==> src/rtl/ccu_snoop_fanout.sv <==
// ACE snoop fan-out: broadcasts one AC to the masked cached masters, merges their CRs and
// forwards CD from a single responder. Optional counters behind CCU_SNOOP_FANOUT_STATS_EN.

package ccu_snoop_fanout_pkg;

    typedef struct packed {
        logic [31:0] addr;
        logic [3:0]  snoop;
        logic [2:0]  prot;
    } ac_chan_t;

    typedef struct packed {
        logic [63:0] data;
        logic        last;
    } cd_chan_t;

    typedef struct packed {
        ac_chan_t ac;
        logic     ac_valid;
        logic     cr_ready;
        logic     cd_ready;
    } snoop_req_t;

    typedef struct packed {
        logic     ac_ready;
        logic     cr_valid;
        logic [4:0] cr_resp;
        logic     cd_valid;
        cd_chan_t cd;
    } snoop_resp_t;

    // CR bit positions: {WasUnique, IsShared, PassDirty, Error, DataTransfer}
    localparam int unsigned CrDataTransfer = 0;
    localparam int unsigned CrError        = 1;
    localparam int unsigned CrPassDirty    = 2;
    localparam int unsigned CrIsShared     = 3;
    localparam int unsigned CrWasUnique    = 4;

endpackage

module ccu_snoop_fanout
    import ccu_snoop_fanout_pkg::*;
#(
    parameter int unsigned NoMstPorts    = 4,
    parameter type         domain_mask_t = logic [NoMstPorts-1:0]
) (
    input  logic                         clk_i,
    input  logic                         rst_ni,
    input  snoop_req_t                   slv_snoop_req_i,
    output snoop_resp_t                  slv_snoop_resp_o,
    input  domain_mask_t                 slv_mask_i,
    output snoop_req_t  [NoMstPorts-1:0] mst_snoop_reqs_o,
    input  snoop_resp_t [NoMstPorts-1:0] mst_snoop_resps_i,
    output logic                         busy_o
`ifdef CCU_SNOOP_FANOUT_STATS_EN
    ,
    output logic [31:0]                  snoop_cnt_o,
    output logic [31:0]                  data_cnt_o
`endif
);

    localparam int unsigned SelW = (NoMstPorts > 1) ? $clog2(NoMstPorts) : 1;

    typedef enum logic [1:0] {
        IDLE,
        BCAST,
        RESP,
        DATA
    } state_e;

    state_e                          state_q, state_d;
    ac_chan_t                        ac_q;
    logic [NoMstPorts-1:0]           mask_q;
    logic [NoMstPorts-1:0]           ac_acked_q, ac_acked_d;
    logic [NoMstPorts-1:0]           cr_got_q, cr_got_d;
    logic [NoMstPorts-1:0][4:0]      cr_regs_q, cr_regs_d;
    logic [SelW-1:0]                 sel_q, sel_d;
    logic [NoMstPorts-1:0]           drain_q, drain_d;
    logic                            sel_done_q, sel_done_d;

    logic                            latch_ac;
    logic                            resp_fire;
    logic                            sel_cd_valid;
    logic [4:0]                      merged;
    logic [SelW-1:0]                 sel_c;
    logic                            sel_found;
    logic [NoMstPorts-1:0]           dt_vec;
    logic [NoMstPorts-1:0]           sel_onehot;

    // Merged CR plus the data-source choice, derived from the stored per-port responses
    always_comb begin
        merged     = '0;
        sel_c      = '0;
        sel_found  = 1'b0;
        dt_vec     = '0;
        sel_onehot = '0;
        for (int i = 0; i < NoMstPorts; i++) begin
            if (mask_q[i]) begin
                merged    = merged | cr_regs_q[i];
                dt_vec[i] = cr_regs_q[i][CrDataTransfer];
                if (cr_regs_q[i][CrDataTransfer] && !sel_found) begin
                    sel_c     = SelW'(i);
                    sel_found = 1'b1;
                end
            end
        end
        sel_onehot[sel_c] = sel_found;
    end

    always_comb begin
        state_d          = state_q;
        ac_acked_d       = ac_acked_q;
        cr_got_d         = cr_got_q;
        cr_regs_d        = cr_regs_q;
        sel_d            = sel_q;
        drain_d          = drain_q;
        sel_done_d       = sel_done_q;
        latch_ac         = 1'b0;
        resp_fire        = 1'b0;
        sel_cd_valid     = 1'b0;
        slv_snoop_resp_o = '0;
        mst_snoop_reqs_o = '0;
        for (int i = 0; i < NoMstPorts; i++) begin
            mst_snoop_reqs_o[i].ac = ac_q;
        end

        unique case (state_q)
            IDLE: begin
                // ac_ready is gated so every handshake output reads 0 while reset is held
                slv_snoop_resp_o.ac_ready = rst_ni;
                if (slv_snoop_req_i.ac_valid) begin
                    latch_ac   = 1'b1;
                    ac_acked_d = '0;
                    cr_got_d   = '0;
                    cr_regs_d  = '0;
                    sel_d      = '0;
                    drain_d    = '0;
                    sel_done_d = 1'b0;
                    state_d    = (slv_mask_i == '0) ? RESP : BCAST;
                end
            end

            BCAST: begin
                for (int i = 0; i < NoMstPorts; i++) begin
                    mst_snoop_reqs_o[i].ac_valid = mask_q[i] & ~ac_acked_q[i];
                    mst_snoop_reqs_o[i].cr_ready = mask_q[i] & ac_acked_q[i] & ~cr_got_q[i];
                    if (mask_q[i] && !ac_acked_q[i] && mst_snoop_resps_i[i].ac_ready) begin
                        ac_acked_d[i] = 1'b1;
                    end
                    if (mask_q[i] && ac_acked_q[i] && !cr_got_q[i] &&
                        mst_snoop_resps_i[i].cr_valid) begin
                        cr_got_d[i]  = 1'b1;
                        cr_regs_d[i] = mst_snoop_resps_i[i].cr_resp;
                    end
                end
                if (&(cr_got_q | ~mask_q)) begin
                    state_d = RESP;
                end
            end

            RESP: begin
                slv_snoop_resp_o.cr_valid = 1'b1;
                slv_snoop_resp_o.cr_resp  = merged;
                if (slv_snoop_req_i.cr_ready) begin
                    resp_fire = 1'b1;
                    if (merged[CrDataTransfer]) begin
                        state_d    = DATA;
                        sel_d      = sel_c;
                        drain_d    = dt_vec & ~sel_onehot;
                        sel_done_d = 1'b0;
                    end else begin
                        state_d = IDLE;
                    end
                end
            end

            DATA: begin
                sel_cd_valid              = mst_snoop_resps_i[sel_q].cd_valid & ~sel_done_q;
                slv_snoop_resp_o.cd_valid = sel_cd_valid;
                slv_snoop_resp_o.cd       = mst_snoop_resps_i[sel_q].cd;
                if (!sel_done_q) begin
                    mst_snoop_reqs_o[sel_q].cd_ready = slv_snoop_req_i.cd_ready;
                end
                if (sel_cd_valid && slv_snoop_req_i.cd_ready &&
                    mst_snoop_resps_i[sel_q].cd.last) begin
                    sel_done_d = 1'b1;
                end
                // Drained ports are always ready; their beats never reach the slave side
                for (int j = 0; j < NoMstPorts; j++) begin
                    if (drain_q[j]) begin
                        mst_snoop_reqs_o[j].cd_ready = 1'b1;
                        if (mst_snoop_resps_i[j].cd_valid && mst_snoop_resps_i[j].cd.last) begin
                            drain_d[j] = 1'b0;
                        end
                    end
                end
                if (sel_done_d && (drain_d == '0)) begin
                    state_d = IDLE;
                end
            end

            default: state_d = IDLE;
        endcase
    end

    always_ff @(posedge clk_i or negedge rst_ni) begin
        if (!rst_ni) begin
            state_q    <= IDLE;
            ac_q       <= '0;
            mask_q     <= '0;
            ac_acked_q <= '0;
            cr_got_q   <= '0;
            cr_regs_q  <= '0;
            sel_q      <= '0;
            drain_q    <= '0;
            sel_done_q <= 1'b0;
        end else begin
            state_q    <= state_d;
            ac_acked_q <= ac_acked_d;
            cr_got_q   <= cr_got_d;
            cr_regs_q  <= cr_regs_d;
            sel_q      <= sel_d;
            drain_q    <= drain_d;
            sel_done_q <= sel_done_d;
            if (latch_ac) begin
                ac_q   <= slv_snoop_req_i.ac;
                mask_q <= slv_mask_i;
            end
        end
    end

    assign busy_o = (state_q != IDLE);

`ifdef CCU_SNOOP_FANOUT_STATS_EN
    always_ff @(posedge clk_i or negedge rst_ni) begin
        if (!rst_ni) begin
            snoop_cnt_o <= '0;
            data_cnt_o  <= '0;
        end else begin
            if (latch_ac) begin
                snoop_cnt_o <= snoop_cnt_o + 32'd1;
            end
            if (resp_fire && merged[CrDataTransfer]) begin
                data_cnt_o <= data_cnt_o + 32'd1;
            end
        end
    end
`endif

endmodule
==> config.mk <==
export PLATFORM = sky130hd
export DESIGN_NAME = ccu_snoop_fanout
export DESIGN_NICKNAME = d
export VERILOG_FILES = /design/src/rtl/ccu_snoop_fanout.sv
export SDC_FILE = /design/constraint.sdc
export NUM_CORES = 1
export LEC_CHECK = 0
export CAP_MARGIN = 20
export CORE_AREA = 4 4 221 223
export CTS_BUF_LIST = sky130_fd_sc_hd__clkbuf_16
export CTS_CLUSTER_DIAMETER = 40
export CTS_CLUSTER_SIZE = 24
export DETAILED_ROUTE_END_ITERATION = 10
export DIE_AREA = 0 0 225 227
export GPL_TIMING_DRIVEN = 0
export PLACE_DENSITY = 0.44
export SLEW_MARGIN = 10
export SYNTH_ARGS = -nofsm -noshare
export SYNTH_HDL_FRONTEND = slang
export SYNTH_SLANG_ARGS = --single-unit
==> constraint.sdc <==
create_clock -name clk_i -period 1.88 [get_ports clk_i]
set_input_delay 0.282 -clock clk_i [delete_from_list [all_inputs] [get_ports clk_i]]
set_output_delay 0.282 -clock clk_i [all_outputs]
set_load 0.02 [all_outputs]
== After elaboration in Yosys (flattened, before gate mapping) ==
Cells that the tools add are included.
Storage, ports and cells
  register bits: 80
  output and inout port bits: 242
  word-level logic and storage cells: 229
Operators by class
  $lt $le $gt $ge: 4
  eq/ne operators: 16
  mux-type cells: 97
  bitwise gates (word level): 30
  reductions and logical operators: 62
Operator list (count)
  bitwise mux 168 bit: 1
  two-way mux 168 bit: 1
  binary-select mux 73 bit (select 2 bit): 1
  two-way mux 66 bit: 2
  two-way mux 40 bit: 3
  demux 42 bit (select 2 bit): 1
  two-way mux 1 bit: 49
  two-way mux 5 bit: 8
  one-hot mux 20 bit (2 select lines): 1
  two-way mux 39 bit: 1
  logical AND 1 bit: 32
  two-way mux 2 bit: 13
  != test 2 bit (second input constant): 13
  AND reduction 3 bit: 8
  two-way mux 20 bit: 1
  one-hot mux 2 bit (2 select lines): 5
  one-hot mux 4 bit (2 select lines): 2
  AND reduction 4 bit: 4
  bitwise OR 5 bit: 3
  AND 1 bit: 13
  two-way mux 4 bit: 3
  one-hot mux 4 bit (3 select lines): 1
  logical NOT 1 bit: 11
  inverter 1 bit: 9
  other kinds (15): 23

== Logic depth before layout (Yosys ltp) ==
  depth in word-level cells: 24
  depth in mapped cells: 7

== Worst setup path after synthesis ==
OpenSTA, ideal clock, no wires.
  path kind: register to output
  start point: register sel_q[0]
  end point: output slv_snoop_resp_o[11] in the netlist's numbering
  arrival time: 1559 ps
  required time: 1598 ps
  setup slack: 39 ps
  cell stages (with the launch flop): 6
  path buffers: 3
  cell sequence: dfrtp_1 > buf_6 > buf_4 > buf_4 > mux4_2 > nor2b_1
RTL lines
  start: declaration: RTL line 77  | logic [SelW-1:0] sel_q, sel_d;
  start signal: assignment: RTL line 222  | sel_q <= sel_d;
  end: declaration: RTL line 50  | output snoop_resp_t slv_snoop_resp_o,

==> results.md <==
* Row count at slightly below 80
* CTS tree: done
* Initial Util at between 10% and 20%
* DR vias at between 7k and 8k
* Die outline area at slightly above 50000 sq um
* Drt wl/cell at roughly 24 microns
* Clock Sinks at 80
* Mapped Nets at roughly 930
* Die H at between 200 and 250 microns
* Max-capacitance violation count at 0
* Hpwl dp at 37.7 mm
* Critical Path AT at approximately 2.0 ns
* Violated checks: setup timing
* Vias in the first global route at around 7.9k
* Relative slew slack at approximately 53%
* Status: finished, violations left
* Crit. End Element: output port
* Final non-filler cell total at around 1.9k
* TritonCTS buffer count at 9
* GR Overflow Total at 0
* Chip Width at roughly 230 microns
* 1st-pass router iterations at 4
* DR DRC count at 0
* Max Root-Sink Buffers at 2
* RR Endpoint: state_q[1]
* Placer's final routability congestion estimate at 0.884
* Top Ports at between 500 and 600
* I/O Buffers at roughly 580
* Root Buffer: clkbuf_16
* Slew Viols, Final at 0
* Startpoint types: register
* Post-synth top cells: buf_4 (123), dfrtp_1 (80), nor2b_1 (74)
* Clk_lat worst skew at 0.35 ns
* Synth top area share at between 30 and 40%
* Final wirelength at between 40 and 50 mm
* Count leader, synth: buf_4
* Initial antenna violation count at 24
* Layout cell share with drive strength beyond 1 at 40.7%
* Design area at about 15000 sq um
* R2r setup slk at -0.12 ns
* Syn Area/Cell at 11.0 sq um
* Final Util at between 30% and 40%
* Hold WC Path Type: in -> async
* Slowest CP cell: mux4_2
* Crit-path cells: buf_12, buf_12, clkbuf_16, mux4_2, nor2b_1, buf_4
* Syn. warnings at 0
* Final Hold Vio Count at 0
* Max VDD drop at 854 uV
* Largest net degree at the start of global routing at 57
* WS Path Type: reg -> out
* Final clock skew at roughly 0.014 ns
* Worst path bufs/invs at 4
* Placed insts at 1780
* Crit path required time at approximately 1.6 ns
* Sequential element share of the synthesized area at a little under a third
* Reg2Reg Depth at 8
* Post-DP Area at roughly 13000 sq um
* Dominant cell type by area after synthesis: dfrtp_1
* Setup TNS at -22.44 ns
* Top Family by Delay on Critical Path: buffers and inverters
* Fin crit period at between 2 and 2.5 ns
* Asr flop ratio synth at 100%
* Post-synthesis cell count at slightly below 600
* Fmax at roughly 440 MHz
* Synth area leaders: dfrtp_1 (31%), mux4_2 (23%), buf_4 (14%), mux2_2 (7.4%), nor2b_1 (7.1%)
* Synth Register Bits at 80
* First-pass GRT wire length at 59.6 mm
* Crit path top cell by count: buf_12
* DRT antenna net count at 0
* Crit path largest cell delay at about 0.50 ns
* Total GRT Usage at about 16%
* Critical path fanouts, max at 7
* Worst-path clk slew at around 0.07 ns
* RR Startpoint: sel_q[0]
* Post-Syn Area at roughly 6500 sq um
* Via density at 3.95
* Core area at about 47000 sq um
* CTS H-Tree Depth at 3
* Filler cell count at 4792
* Final setup violation count at between 70 and 80
* Number of enable flip-flop cells after synthesis at 0
* Top FF cell, synth: dfrtp_1
* Leakage at approximately 6 nW
* Final Cycle Share at 122%
* DR iter-0 viols at approximately 340
* Layout area overhead at 125%
* PD cells at ~1500 nW/um^2
* Unrepaired setup endpoints after global routing: true
* Final WS setup at -0.416 ns
* Total power at 21.8 mW
* Nets@finish at between 1.5k and 2k
* Worst-Margin Slew at just under 0.7 ns
* Library cells used by synthesis at 39
## logic make-up (layout without fill, tap and decap cells)
family,Yosys count,after routing,synth area share [%]
AOI/OAI and AO/OA,70,70,7.28
buffers and inverters,182,837,18.1
muxes,118,118,31.7
DFF,80,80,30.8
and+or+nand+nor,141,141,12.1
other,0,11,0
## worst max-delay path by stage
| stage | from | to | slack (ns) | cells after the start |
|---|---|---|---|---|
| CTS | sel_q[0] | slv_snoop_resp_o[39] | -0.46 | 6 |
| finish | sel_q[0] | slv_snoop_resp_o[35] | -0.42 | 6 |
| floorplan | sel_q[0] | slv_snoop_resp_o[11] | 0.04 | 5 |
| global placement | rst_ni | slv_snoop_resp_o[72] | -3.20 | 3 |
| detailed placement | state_q[1] | mst_snoop_reqs_o[127] | -0.98 | 7 |
| global route | sel_q[0] | slv_snoop_resp_o[51] | -0.49 | 6 |
## layout make-up
class | count | area (sq um) | area share, %
well taps | 607 | 759 | 5.19
diodes | 11 | 27.5 | 0.188
clock buffers | 9 | 225 | 1.54
repair buffers | 639 | 6380 | 43.5
multi-input cells | 329 | 3740 | 25.6
clock inverters | 7 | 77.6 | 0.530
plain buffers | 160 | 1340 | 9.17
inverters | 22 | 85.1 | 0.581
flip-flops and latches | 80 | 2010 | 13.7
## sequential cells by signal, summed over array words and instances (netlist names)
name / flops
sel_q: 2
state_q: 2
mask_q: 4
drain_q: 4
cr_got_q: 4
cr_regs_q: 20
ac_acked_q: 4
ac_q: 39
sel_done_q: 1
## per-layer routing
layer	track usage [%]	vias up	share of wire, %
met5	0	-	0.37
met4	6.42	22	3.3
met3	6.11	70	9.1
met1	16.8	3564	34
met2	30.0	389	53
li1	-	3326	-
## stage by stage
step,hold slack (ns),worst slack (ns)
after floorplan,-0.0136,0.0393
final,0.466,-0.416
after global placement,0.461,-3.20
after CTS,0.468,-0.458
after detailed placement,0.239,-0.981
after global routing,0.473,-0.489
## worst min-delay path, stage by stage
cell	delay, ns
dlygate4sd3_1	0.52
buf_4	0.16
buf_12	0.19
## power breakdown
group / total [mW] / switching, mW / internal [mW] / leakage, nW
combinational: 16.6 / 7.51 / 9.07 / 4.80
sequential: 3.38 / 0.903 / 2.47 / 1.00
clock: 1.86 / 0.812 / 1.05 / 0.152
total: 21.8 / 9.23 / 12.6 / 5.96
## cells in the final DEF (no fill, tap or decap), drive strengths merged, types with 3 or more instances in the layout
cell type and instances:
a21boi 4, mux2 43, o21ai 14, and3 5
nor2b 74, buf 286, mux2i 9, a22o 5
nand2 28, o41ai 7, clkbuf 27, nand3 11
clkinv 3, inv 25, nor2 8, dfrtp 80
mux4 66, a22oi 10, a31oi 5, clkdlybuf4s50 494
diode 11, nand4 5, a21oi 16
## timing repair
| action | in CTS | in global routing |
|---|---|---|
| pin swaps | 7 | 9 |
| gates resized for setup | 564 | 145 |
| gates cloned | 1 | 3 |
| hold endpoints to repair | 25 | 72 |
| setup endpoints to repair | 163 | 107 |
| setup buffers | 34 | 18 |
| hold buffers | 2 | 1 |
Note: power is estimated with default switching activity, not from simulation.
